**config.mk**
```make
export PLATFORM = sky130hd
export DESIGN_NAME = sobel_gradient
export DESIGN_NICKNAME = d
export VERILOG_FILES = /design/src/rtl/sobel_gradient.sv
export SDC_FILE = /design/constraint.sdc
export NUM_CORES = 1
export LEC_CHECK = 0
export BUFFER_PORTS_ARGS = -buffer_cell sky130_fd_sc_hd__buf_2
export CAP_MARGIN = 25
export CORE_UTILIZATION = 45
export CTS_CLUSTER_SIZE = 8
export DETAILED_ROUTE_END_ITERATION = 7
export PLACE_DENSITY = 0.7
export SYNTH_ARGS = -nofsm -noshare
export SYNTH_HDL_FRONTEND = slang
export SYNTH_SLANG_ARGS = --single-unit
```
**constraint.sdc**
```tcl
create_clock -name clk -period 9 [get_ports clk]
set_input_delay 1.8 -clock clk [delete_from_list [all_inputs] [get_ports clk]]
set_output_delay 1.8 -clock clk [all_outputs]
set_load 0.05 [all_outputs]
```
**src/rtl/sobel_gradient.sv**
```systemverilog
// Three-stage Sobel gradient-magnitude pipeline with a global advance.
// S1 holds the column and row sums. S2 holds signed Gx and Gy. S3 holds the
// saturated magnitude and the edge flag.
// A consumed-result counter can be cleared synchronously.
// The edge flag is named is_edge because "edge" is a reserved word in SystemVerilog.
module sobel_gradient #(
  parameter logic [7:0] THRESH = 8'd64
) (
  input  logic        clk,
  input  logic        rst,
  input  logic        win_valid,
  input  logic [7:0]  win_data [9],
  output logic        win_ready,
  output logic        out_valid,
  input  logic        out_ready,
  output logic [7:0]  mag,
  output logic        is_edge,
  output logic [15:0] pix_count,
  input  logic        count_clr
);

  logic        adv;
  logic        s1_valid, s2_valid;
  logic [9:0]  s1_gxp, s1_gxn, s1_gyp, s1_gyn;
  logic signed [10:0] s2_gx, s2_gy;

  logic [9:0]  gxp_d, gxn_d, gyp_d, gyn_d;
  logic [10:0] abs_gx, abs_gy;
  logic [11:0] sum_d;
  logic [7:0]  mag_d;
  logic        edge_d;

  // A stalled output freezes every stage, so the whole pipe shares one enable.
  assign adv       = !out_valid || out_ready;
  assign win_ready = adv;

  // Weighted column and row sums. Each sum is at most 4*255 = 1020.
  always_comb begin
    gxp_d = {2'b00, win_data[2]} + {1'b0, win_data[5], 1'b0} + {2'b00, win_data[8]};
    gxn_d = {2'b00, win_data[0]} + {1'b0, win_data[3], 1'b0} + {2'b00, win_data[6]};
    gyp_d = {2'b00, win_data[6]} + {1'b0, win_data[7], 1'b0} + {2'b00, win_data[8]};
    gyn_d = {2'b00, win_data[0]} + {1'b0, win_data[1], 1'b0} + {2'b00, win_data[2]};
  end

  // Absolute values, a 12-bit sum that cannot wrap, then saturation to 8 bits.
  always_comb begin
    abs_gx = s2_gx[10] ? 11'(-s2_gx) : 11'(s2_gx);
    abs_gy = s2_gy[10] ? 11'(-s2_gy) : 11'(s2_gy);
    sum_d  = {1'b0, abs_gx} + {1'b0, abs_gy};
    mag_d  = (sum_d > 12'd255) ? 8'hFF : sum_d[7:0];
    edge_d = (mag_d >= THRESH);
  end

  // Pipeline registers: all stages move together on adv and hold otherwise.
  always_ff @(posedge clk or posedge rst) begin
    if (rst) begin
      s1_valid  <= 1'b0;
      s2_valid  <= 1'b0;
      out_valid <= 1'b0;
      s1_gxp    <= '0;
      s1_gxn    <= '0;
      s1_gyp    <= '0;
      s1_gyn    <= '0;
      s2_gx     <= '0;
      s2_gy     <= '0;
      mag       <= '0;
      is_edge   <= 1'b0;
    end else if (adv) begin
      s1_valid  <= win_valid;
      s1_gxp    <= gxp_d;
      s1_gxn    <= gxn_d;
      s1_gyp    <= gyp_d;
      s1_gyn    <= gyn_d;
      s2_valid  <= s1_valid;
      s2_gx     <= $signed({1'b0, s1_gxp}) - $signed({1'b0, s1_gxn});
      s2_gy     <= $signed({1'b0, s1_gyp}) - $signed({1'b0, s1_gyn});
      out_valid <= s2_valid;
      mag       <= mag_d;
      is_edge   <= edge_d;
    end
  end

  // Count consumed results. A clear wins over a coincident consume.
  always_ff @(posedge clk or posedge rst) begin
    if (rst) begin
      pix_count <= '0;
    end else if (count_clr) begin
      pix_count <= '0;
    end else if (out_valid && out_ready) begin
      pix_count <= pix_count + 16'd1;
    end
  end

endmodule

```
### Word-level counts from Yosys, hierarchy flattened

Cells that the tools add are included.

* register bits after elaboration: 90
* bits of input ports: 77
* output and inout port bits: 27
* logic and storage cells: 37

* add/sub/neg operators: 14
* magnitude comparators: 2
* multiplexer cells: 5
* reductions and logical operators: 4

Operator list (count)
* adder 10 x 8 -> 10 bit: 4
* adder 8 x 9 -> 10 bit: 4
* 2-to-1 mux 16 bit: 2
* 2-to-1 mux 11 bit: 2
* negation 11 bit: 2
* subtractor 10 x 10 -> 11 bit: 2
* adder 16 x 1 -> 16 bit (second input constant): 1
* adder 11 x 11 -> 12 bit: 1
* > comparator 12 x 8 -> 1 bit (second input constant): 1
* >= comparator 8 x 7 -> 1 bit (second input constant): 1
* 2-to-1 mux 8 bit: 1
* nonzero test 2 bit: 1
* logical AND 1 bit: 1
* logical NOT 1 bit: 1
* logical OR 1 bit: 1

### Longest topological paths before layout

Gate-level depths: netlist (run 1).

* depth after elaboration: 6
* gate-level depth with buffers: 12
* mapped depth without buffers: 12

### Worst setup path after synthesis (run 1)

No wires, ideal clock.

* kind: in2out
* start point: in out_ready
* end point: out win_ready
* arrival time: 2831 ps
* required time: 7200 ps
* path slack: 4369 ps
* stages on the path: 4
* path through: nor2b_1 inv_1 clkbuf_1 clkbuf_1

* cells in the longest elaborated chain, start to end: 1

Ends and longest elaborated chain
* start, declared: line 15 `input logic out_ready,`
* logical OR 1 bit: line 34 `assign adv = !out_valid || out_ready;`
* end, declared: line 13 `output logic win_ready,`

No other way between the ends.

### Worst setup path after layout (run 1)

Same ends and word-level chain as after synthesis.

==> impl_summary.md, run 1 <==
Synthesis
Counting flops with a built-in enable in the synthesized netlist gives 0. The mean cell area of the mapped netlist is roughly 9.2 um^2. By area, the combinational part of the netlist is dominated by adder cells. The simple-gate share of the synthesized area is 16.1%. The most common flop cell mapped by yosys is sky130_fd_sc_hd__dfrtp_1.

In this run, synthesis produced a sequential element count of 90. In the synthesized netlist the async set-or-reset flop fraction comes to 100%. Summing the areas of all compound-gate instances in the mapped netlist gives between 10% and 20% of the synthesized area. In this run the cell area of the synthesized design comes to 0.00696 mm^2. The adder-cell share of the synthesized area is between 20% and 30%.

Yosys mapped the design onto 52 distinct sky130hd cell types. The xor-xnor portion of the synthesized cell area is under 10%. The proportion of synthesized chip area in sequential cells is between 30% and 40%.

The total of warnings raised by yosys is 0. The synthesized netlist net count is 935. The number of cells produced by synthesis is 753. Measured against the total synthesized area, the mux share comes to less than 1%.

Die
The die is around 130 um tall. The number of primary I/O pins is roughly 100. The die boundary width is 126 um. In this run the core area contains 45 standard-cell rows.

The floorplan step defined a core boundary enclosing between 0.015 and 0.02 mm^2. The total die area is roughly 0.016 mm^2. The starting utilization of the core area is a little under half.

STA
The number of endpoints with negative hold slack in the final report is 0. The part of the cycle the worst path needs is between 40% and 50%. For this run, the top clock speed supported by timing is 226 MHz. For the final database, setup skew stands at between 0.008 and 0.009 ns.

In this run the tightest slew margin relative to its limit is between 40% and 50%. Setup violations remaining at the end of the flow were counted as 0. The number of max-slew violations in the final report is 0. Counting I/O delays and the setup requirement, the final critical path takes about 4.4 ns. The worst path setup slack after routing is 4.57 ns. The final total negative setup slack is 0 ns. Setup repair after global routing left no endpoint under its margin. The pin slew with the least headroom to its limit is between 0.7 and 0.8 ns.

Power
Per report_power, the combinational group accounts for 62.9% of the total. The clock network accounts for 13.3% of the total power. The design draws 2840 uW. The peak supply drop is roughly 180 uV. The share of total power dissipated in sequential elements is roughly a quarter.

Power spread over the standard cell area amounts to approximately 360 mW/mm^2. In this run switching power makes up around 45% of total power. In this run the power spent charging and discharging nets is about 1300 uW.

The cell-internal power is between 1500 and 2000 uW. In this run the static leakage power is between 0.003 and 0.004 uW.

Clock tree
The count of cells resized by post-cts repair is 0. In this run the clock root is driven by a sky130_fd_sc_hd__clkbuf_16. For the worst-skew pair, the clock arrives at the later sink with an insertion delay of between 0.3 and 0.4 ns. The TritonCTS clock tree is yes. The clock-pin slew reported for the worst setup and hold paths after clock tree synthesis is about 0.07 ns. The maximum buffer depth of the clock tree is 2. The total setup buffers inserted after CTS is 0.

The clock sink total is 90. The CTS buffer count is 9. The post-cts hold buffer count is 0. The level count of the clock H-tree is 3.

Critical path
The sort of element at the end of the critical path is a primary output. For flop-to-flop paths, the worst setup slack is 5.37 ns. The kind of critical path is input port to primary output. The data required time at the worst endpoint is 7.20 ns. The worst-case reg-to-reg path depth is 9. The origin of the critical flop-to-flop path is s2_gy[3]. Of all nets on the critical path, the largest fanout is 30. The endpoint identified for the worst register-to-register timing path is mag[7]. Data arrives at the worst endpoint at around 2.6 ns. The launching element type of the critical path is an input port.

Finish
The number of non-filler instances in the completed layout is slightly above 1000. After the last flow step, the layout net total stands at approximately 1000. The area growth from synthesis to layout is 14.1%. In the final layout, the share of cells above drive strength 1 is approximately 16%. The number of antenna diodes in the final layout is 0.

The layout has 1415 filler cells.

Global routing
After global routing, the most crowded layer is met2. The met1 layer usage reported by global route is around 26%. The pin count of the biggest net entering global routing is between 80 and 90. The met3 routing resource usage after global routing is 2.87%.

The initial antenna violation count is 0. Global routing finished with a remaining overflow of 0. The via count of the first global-routing pass came to 5313. The first-pass GRT wire length is approximately 25000 um. Global routing used a little under a fifth of the available tracks across all layers. The global-route met2 utilization is between 30% and 40%.

Drt
The routed wire length is between 10000 and 15000 um. The violation count after the first detailed-route iteration is approximately 200. The number of remaining DRC errors is 0. The residual antenna-violating net count after detailed routing is 0. After detailed routing, the average wire length per cell comes to roughly 14 um. The via count is roughly 5400. Using the TritonRoute via totals, the vias-per-cell ratio works out to 5.27. The first detailed-routing pass ran for 4 iterations.

Worst hold path
The number of instances on the worst hold path is 2. The endpoint of the worst hold-timing path is s2_valid. The path class of the tightest hold or removal check is flip-flop to flip-flop.

The origin of the worst min-delay path is s2_valid.

Placed design
The final HPWL from detailed placement is approximately 11000 um. The number of port buffers is 95. The global placement routability congestion is ~0.84.

The placed instance count is a little over 1000. The post-placement worst setup slack is around 4.6 ns.

Run
The count of max-cap constraint violations is 0.

Run status
The flow ran to the end, and the final reports show no timing, DRC or antenna violations.
final cells by class:
cell class                      count  area [um^2]  area share [%]
Clock buffer                        9          225            2.84
Clock inverter                      6         65.1           0.819
Inverter                           70          264            3.32
Multi-Input combinational cell    570         4370            55.0
Sequential cell                    90         2250            28.4
Tap cell                          188          235            2.96
Timing Repair Buffer              100          533            6.71
cell usage in the layout, fill, tap and decap left out, types with 5 or more instances in the layout:
| cell | instances |
|---|---|
| sky130_fd_sc_hd__nand2b_1 | 5 |
| sky130_fd_sc_hd__xnor2_1 | 24 |
| sky130_fd_sc_hd__o31ai_1 | 20 |
| sky130_fd_sc_hd__ha_1 | 70 |
| sky130_fd_sc_hd__a21oi_1 | 47 |
| sky130_fd_sc_hd__a21o_1 | 12 |
| sky130_fd_sc_hd__fa_1 | 35 |
| sky130_fd_sc_hd__nand2_1 | 65 |
| sky130_fd_sc_hd__nor2b_1 | 9 |
| sky130_fd_sc_hd__or3_1 | 13 |
| sky130_fd_sc_hd__o211ai_1 | 5 |
| sky130_fd_sc_hd__buf_2 | 95 |
| sky130_fd_sc_hd__nand3_1 | 8 |
| sky130_fd_sc_hd__nor3b_1 | 7 |
| sky130_fd_sc_hd__nor3_1 | 25 |
| sky130_fd_sc_hd__and3_1 | 9 |
| sky130_fd_sc_hd__o21ai_0 | 43 |
| sky130_fd_sc_hd__nor2_1 | 57 |
| sky130_fd_sc_hd__o21a_1 | 14 |
| sky130_fd_sc_hd__xor2_1 | 21 |
| sky130_fd_sc_hd__a31oi_1 | 18 |
| sky130_fd_sc_hd__inv_1 | 68 |
| sky130_fd_sc_hd__clkbuf_16 | 9 |
| sky130_fd_sc_hd__dfrtp_1 | 90 |
through the flow:
step | area [um^2] | util [%] | hold slack [ns]
floorplan | 6960 | - | 0.430
global placement | 7620 | 50.3 | 0.442
detailed placement | 7620 | 50.3 | 0.448
CTS | 7920 | 52.3 | 0.463
global route | 7940 | 52.4 | 0.504
finish | 7940 | 52.4 | 0.460
cell families after synthesis:
family                     after synthesis
AOI/OAI and AO/OA                      195
xor gates and xnor gates                45
adders and majority gates              105
buffers and inverters                   93
DFF                                     90
muxes                                    1
and+or+nand+nor                        224
power groups by stage:
stage	sequential [uW]	combinational [uW]	clock [uW]
floorplan	676	1450	0
global placement	680	1770	0
global route	700	2040	400
detailed placement	685	1790	0
CTS	678	1800	384
finish	677	1790	377
worst max-delay path, stage by stage:
cell and delay [ns]:
sky130_fd_sc_hd__buf_2 0.12, sky130_fd_sc_hd__nor2b_4 0.09, sky130_fd_sc_hd__buf_4 0.32, sky130_fd_sc_hd__inv_2 0.06, sky130_fd_sc_hd__buf_2 0.22
layer usage:
layer	part of all wire, %	vias to the layer above
li1	-	2826
met1	49	2506
met2	46	94
met3	2.9	13
met4	1.4	0
met5	0	-
synthesized netlist by cell type, drive strengths merged (4+ instances only):
| cell | instances | area (um^2) |
|---|---|---|
| a211oi | 4 | 30.0 |
| a21boi | 4 | 30.0 |
| a21o | 12 | 90.1 |
| a21oi | 47 | 235 |
| a221oi | 4 | 35.0 |
| a31oi | 18 | 113 |
| and3 | 9 | 56.3 |
| clkbuf | 21 | 78.8 |
| dfrtp | 90 | 2250 |
| fa | 35 | 701 |
| ha | 70 | 876 |
| inv | 70 | 263 |
| nand2 | 65 | 244 |
| nand2b | 5 | 31.3 |
| nand3 | 8 | 40.0 |
| nand4 | 4 | 25.0 |
| nor2 | 57 | 214 |
| nor2b | 10 | 62.6 |
| nor3 | 25 | 125 |
| nor3b | 7 | 52.6 |
| o2111ai | 4 | 35.0 |
| o211ai | 5 | 37.5 |
| o21a | 14 | 105 |
| o21ai | 43 | 215 |
| o31ai | 21 | 163 |
| o41ai | 4 | 35.0 |
| or3 | 14 | 92.6 |
| or3b | 4 | 35.0 |
| or4b | 4 | 40.0 |
| xnor2 | 24 | 210 |
| xor2 | 21 | 184 |
registers in the layout, summed over array words and instances, names as in the netlist, 8 cells and up:
register / cells
s1_gyp: 10
pix_count: 16
s1_gyn: 10
s1_gxp: 10
s2_gy: 11
s1_gxn: 10
mag: 8
s2_gx: 11
worst max path at each step:
| stage | startpoint | slack [ns] | end | cells after the start |
|---|---|---|---|---|
| detailed placement | out_ready | 4.58 | win_ready | 5 |
| global placement | out_ready | 4.57 | win_ready | 5 |
| CTS | out_ready | 4.57 | win_ready | 5 |
| finish | out_ready | 4.57 | win_ready | 5 |
| global route | out_ready | 4.53 | win_ready | 5 |
| floorplan | out_ready | 4.37 | win_ready | 4 |
Note: power is estimated with default switching activity, not from simulation.
==> run 2: changes to the inputs <==
==> constraint.sdc (replaced) <==
create_clock -name clk -period 4.3 [get_ports clk]
set_input_delay 0.86 -clock clk [delete_from_list [all_inputs] [get_ports clk]]
set_output_delay 0.86 -clock clk [all_outputs]
set_load 0.05 [all_outputs]
==> run 2 against run 1 <==
Clock-buffer cell count up 2. Global-route usage increased by 0.39 points. Die area did not move. Setup slack got worse by 3.9 ns. Clock skew down 0.0021 ns. Sequential power is 110% higher. Flip-flop and latch count stayed put. Routed wire length up 2.4%. Largest power group unchanged. Clock power is 110% higher. Via count is 1.5% higher. Register-to-register slack lost 4.7 ns. Sequential share of layout area is 0.054 points higher.
==> impl_summary.md, run 2 (same netlist as run 1, synthesis figures left out) <==
Run status
Status: complete, no violations (unchanged).

STA
The pin slew with the least headroom to its limit is 0.777 ns (was 0.785 ns). The number of endpoints with negative hold slack in the final report is 0 (unchanged). Based on the critical path, the design can be clocked at up to approximately 280 MHz. The part of the cycle the worst path needs is between 80% and 90%. The number of max-slew violations in the final report is 0 (unchanged). Setup repair after global routing missed its margin: no (unchanged). The worst path setup slack after routing was 0.675 ns (was 4.57 ns). The final total negative setup slack is 0 ns (unchanged). The final count of negative-setup-slack endpoints is 0 (unchanged). The relative slew slack was 48.2% (was 47.7%). The worst clock skew is 0.00669 ns (was 0.00883 ns). The final critical delay including setup and external delays is 3.62 ns.

Finish
Commonest non-fill, non-tap cells in the layout: sky130_fd_sc_hd__buf_2, sky130_fd_sc_hd__dfrtp_1, sky130_fd_sc_hd__ha_1 (unchanged). The number of non-filler instances in the completed layout is 1034 (was 1033). The total of fill cells in the finished design is 1411 (was 1415). The layout net count is 1023 (unchanged).

The register with the most flip-flops is pix_count (unchanged). The sequential standard cell area was 0.00225 mm^2 (unchanged). The most common cell after layout, fill and taps aside is sky130_fd_sc_hd__buf_2 (unchanged).

Largest regs: pix_count: 16 flops, s2_gx: 11 flops, s2_gy: 11 flops (unchanged). The area taken by multi-input logic gates came to 0.00437 mm^2 (unchanged). The fraction of layout cells with a size suffix above 1 was 15.6% (was 15.7%). The relative area change from synthesis to final layout is 13.9% (was 14.1%). The number of flip-flops under the largest register name is 16 (unchanged). The finished layout cell area is 0.00793 mm^2 (was 0.00794 mm^2). The diode insertion count for antenna repair came to 0 (unchanged).

Die
The starting utilization of the core area is 46.0% (unchanged). The total die area is 0.0160 mm^2 (unchanged). The die boundary width is 126 um (unchanged). The number of core rows is 45 (unchanged). The number of primary I/O pins was 104 (unchanged).

The chip height is 126 um (unchanged). The area inside the core boundary is 0.0151 mm^2 (unchanged).

Clock tree
The clock sink total is 90 (unchanged). The TritonCTS clock tree was yes (unchanged). The level count of the clock H-tree is 3 (unchanged). The CTS buffer count is 9 (unchanged). The total setup buffers inserted after CTS was 0 (unchanged). The maximum buffer depth of the clock tree came to 2 (unchanged). The post-cts hold buffer count was 0 (unchanged). The count of cells resized by post-cts repair came to 0 (unchanged).

The clock-pin slew reported for the worst setup and hold paths after clock tree synthesis is 0.07 ns (about the same). The later-pin clock latency in the skew report is 0.35 ns (was 0.34 ns). The clock root buffer master is sky130_fd_sc_hd__clkbuf_16 (unchanged).

Drt
The via count is 5521 (was 5439). The residual antenna-violating net count after detailed routing is 0 (unchanged). The routed wire length is 14600 um (was 14200 um). The violation count after the first detailed-route iteration was 213 (was 195). The number of search-and-repair iterations in the first detailed-routing pass came to 4 (unchanged). The mean routed wirelength per cell is 14.1 um (was 13.8 um). The average via count per standard cell is 5.34 (was 5.27). The number of remaining DRC errors was 0 (unchanged).

Power
The static leakage was 0.00371 uW (was 0.00372 uW). The power per cell area is 753 mW/mm^2 (was 358 mW/mm^2). The peak supply drop is 369 uV (was 177 uV).

The overall power after layout is 5970 uW (was 2840 uW).

Global routing
The global-route usage over all layers is 19.4% (was 19.1%). The remaining global-route overflow is 0 (unchanged). The first-pass GRT wire length is 24900 um (was 24600 um). The initial antenna violation count was 0 (unchanged). The via count of the first global-routing pass is 5343 (was 5313). The pin count of the biggest net entering global routing came to 83 (was 85).

Critical path
The launching element of the worst setup path was s2_gy[0] (was out_ready). The sort of element at the end of the critical path is a flip-flop (was primary output). The data required time at the worst endpoint was 4.48 ns (was 7.20 ns). The origin of the critical flop-to-flop path is s2_gy[0] (was s2_gy[3]). The signal arrival time at the worst endpoint is 3.81 ns (was 2.63 ns). The kind of critical path is flip-flop to flip-flop (was input port to primary output). The launching element type of the critical path is a flip-flop (was input port).

The maximum fanout along the worst path is 9 (was 30).

Placed design
The number of port buffers was 95 (unchanged). The placed instance count was 1018 (was 1017). The post-placement worst setup slack is 0.708 ns (was 4.58 ns).

The post-detailed-placement cell area is 0.00763 mm^2 (was 0.00762 mm^2). The final HPWL from detailed placement is 11400 um (was 11100 um). The global placement routability congestion is 0.843 (was 0.838).

Worst hold path
The class of the tightest hold or removal check is flip-flop to flip-flop (unchanged). The origin of the worst min-delay path is s2_valid (unchanged).

Run
The count of max-cap constraint violations was 0 (unchanged).
## run 2: cell types whose count changed in the layout (fill, tap and decap cells not counted)
cell	previous run	this run
sky130_fd_sc_hd__buf_16	1	0
sky130_fd_sc_hd__buf_4	4	5
sky130_fd_sc_hd__clkbuf_1	0	2
sky130_fd_sc_hd__clkinv_2	3	1
sky130_fd_sc_hd__clkinvlp_4	1	2
## run 2: worst paths after layout
path	to	slack, ns	cells after the start
setup reg to reg	mag[2]	0.68	11
setup / recovery	mag[2]	0.68	11
hold reg to reg	s2_valid	0.46	2
hold / removal	s2_valid	0.46	2
max in group asynchronous	s1_gyn[7]	2.92	3
min in group asynchronous	s2_gy[0]	0.53	2
## run 2: area by class of cell
cell class	instances	share of cell area, %
multi-input combinational	570	55.1
sequential	90	28.4
clock inverter	5	0.789
timing repair buffer	100	6.47
clock buffer	11	2.94
inverter	70	3.33
tap	188	2.97
## run 2: per-stage QoR
step                hold WS [ns]  utilization [%]
floorplan                  0.430                -
global placement           0.440             50.4
detailed placement         0.448             50.4
CTS                        0.463             52.3
global route               0.486             52.3
finish                     0.459             52.3
## run 2: per-layer routing
layer	wire length, um	share of wire (%)	GRT usage (%)
met1	6960	48	25.9
met2	6680	46	32.1
met3	635	4.4	3.21
met5	0	0	0
met4	287	2.0	6.66
## run 2: critical path, cell delays in order, from the launching register on
cell	delay (ns)
sky130_fd_sc_hd__dfrtp_1	0.41
sky130_fd_sc_hd__inv_1	0.07
sky130_fd_sc_hd__ha_1	0.16
sky130_fd_sc_hd__nand2b_1	0.12
sky130_fd_sc_hd__or3b_2	0.48
sky130_fd_sc_hd__nor4_1	0.25
sky130_fd_sc_hd__ha_1	0.35
sky130_fd_sc_hd__a2111oi_0	0.63
sky130_fd_sc_hd__nor3b_1	0.23
sky130_fd_sc_hd__and4b_1	0.24
sky130_fd_sc_hd__nor4_4	0.37
sky130_fd_sc_hd__a31oi_1	0.14
## run 2: power breakdown
part,leakage [uW],switching (uW),internal [uW]
Clock,0.000137,339,455
Sequential,0.00106,259,1160
Combinational,0.00251,2080,1670
Total,0.00371,2680,3280
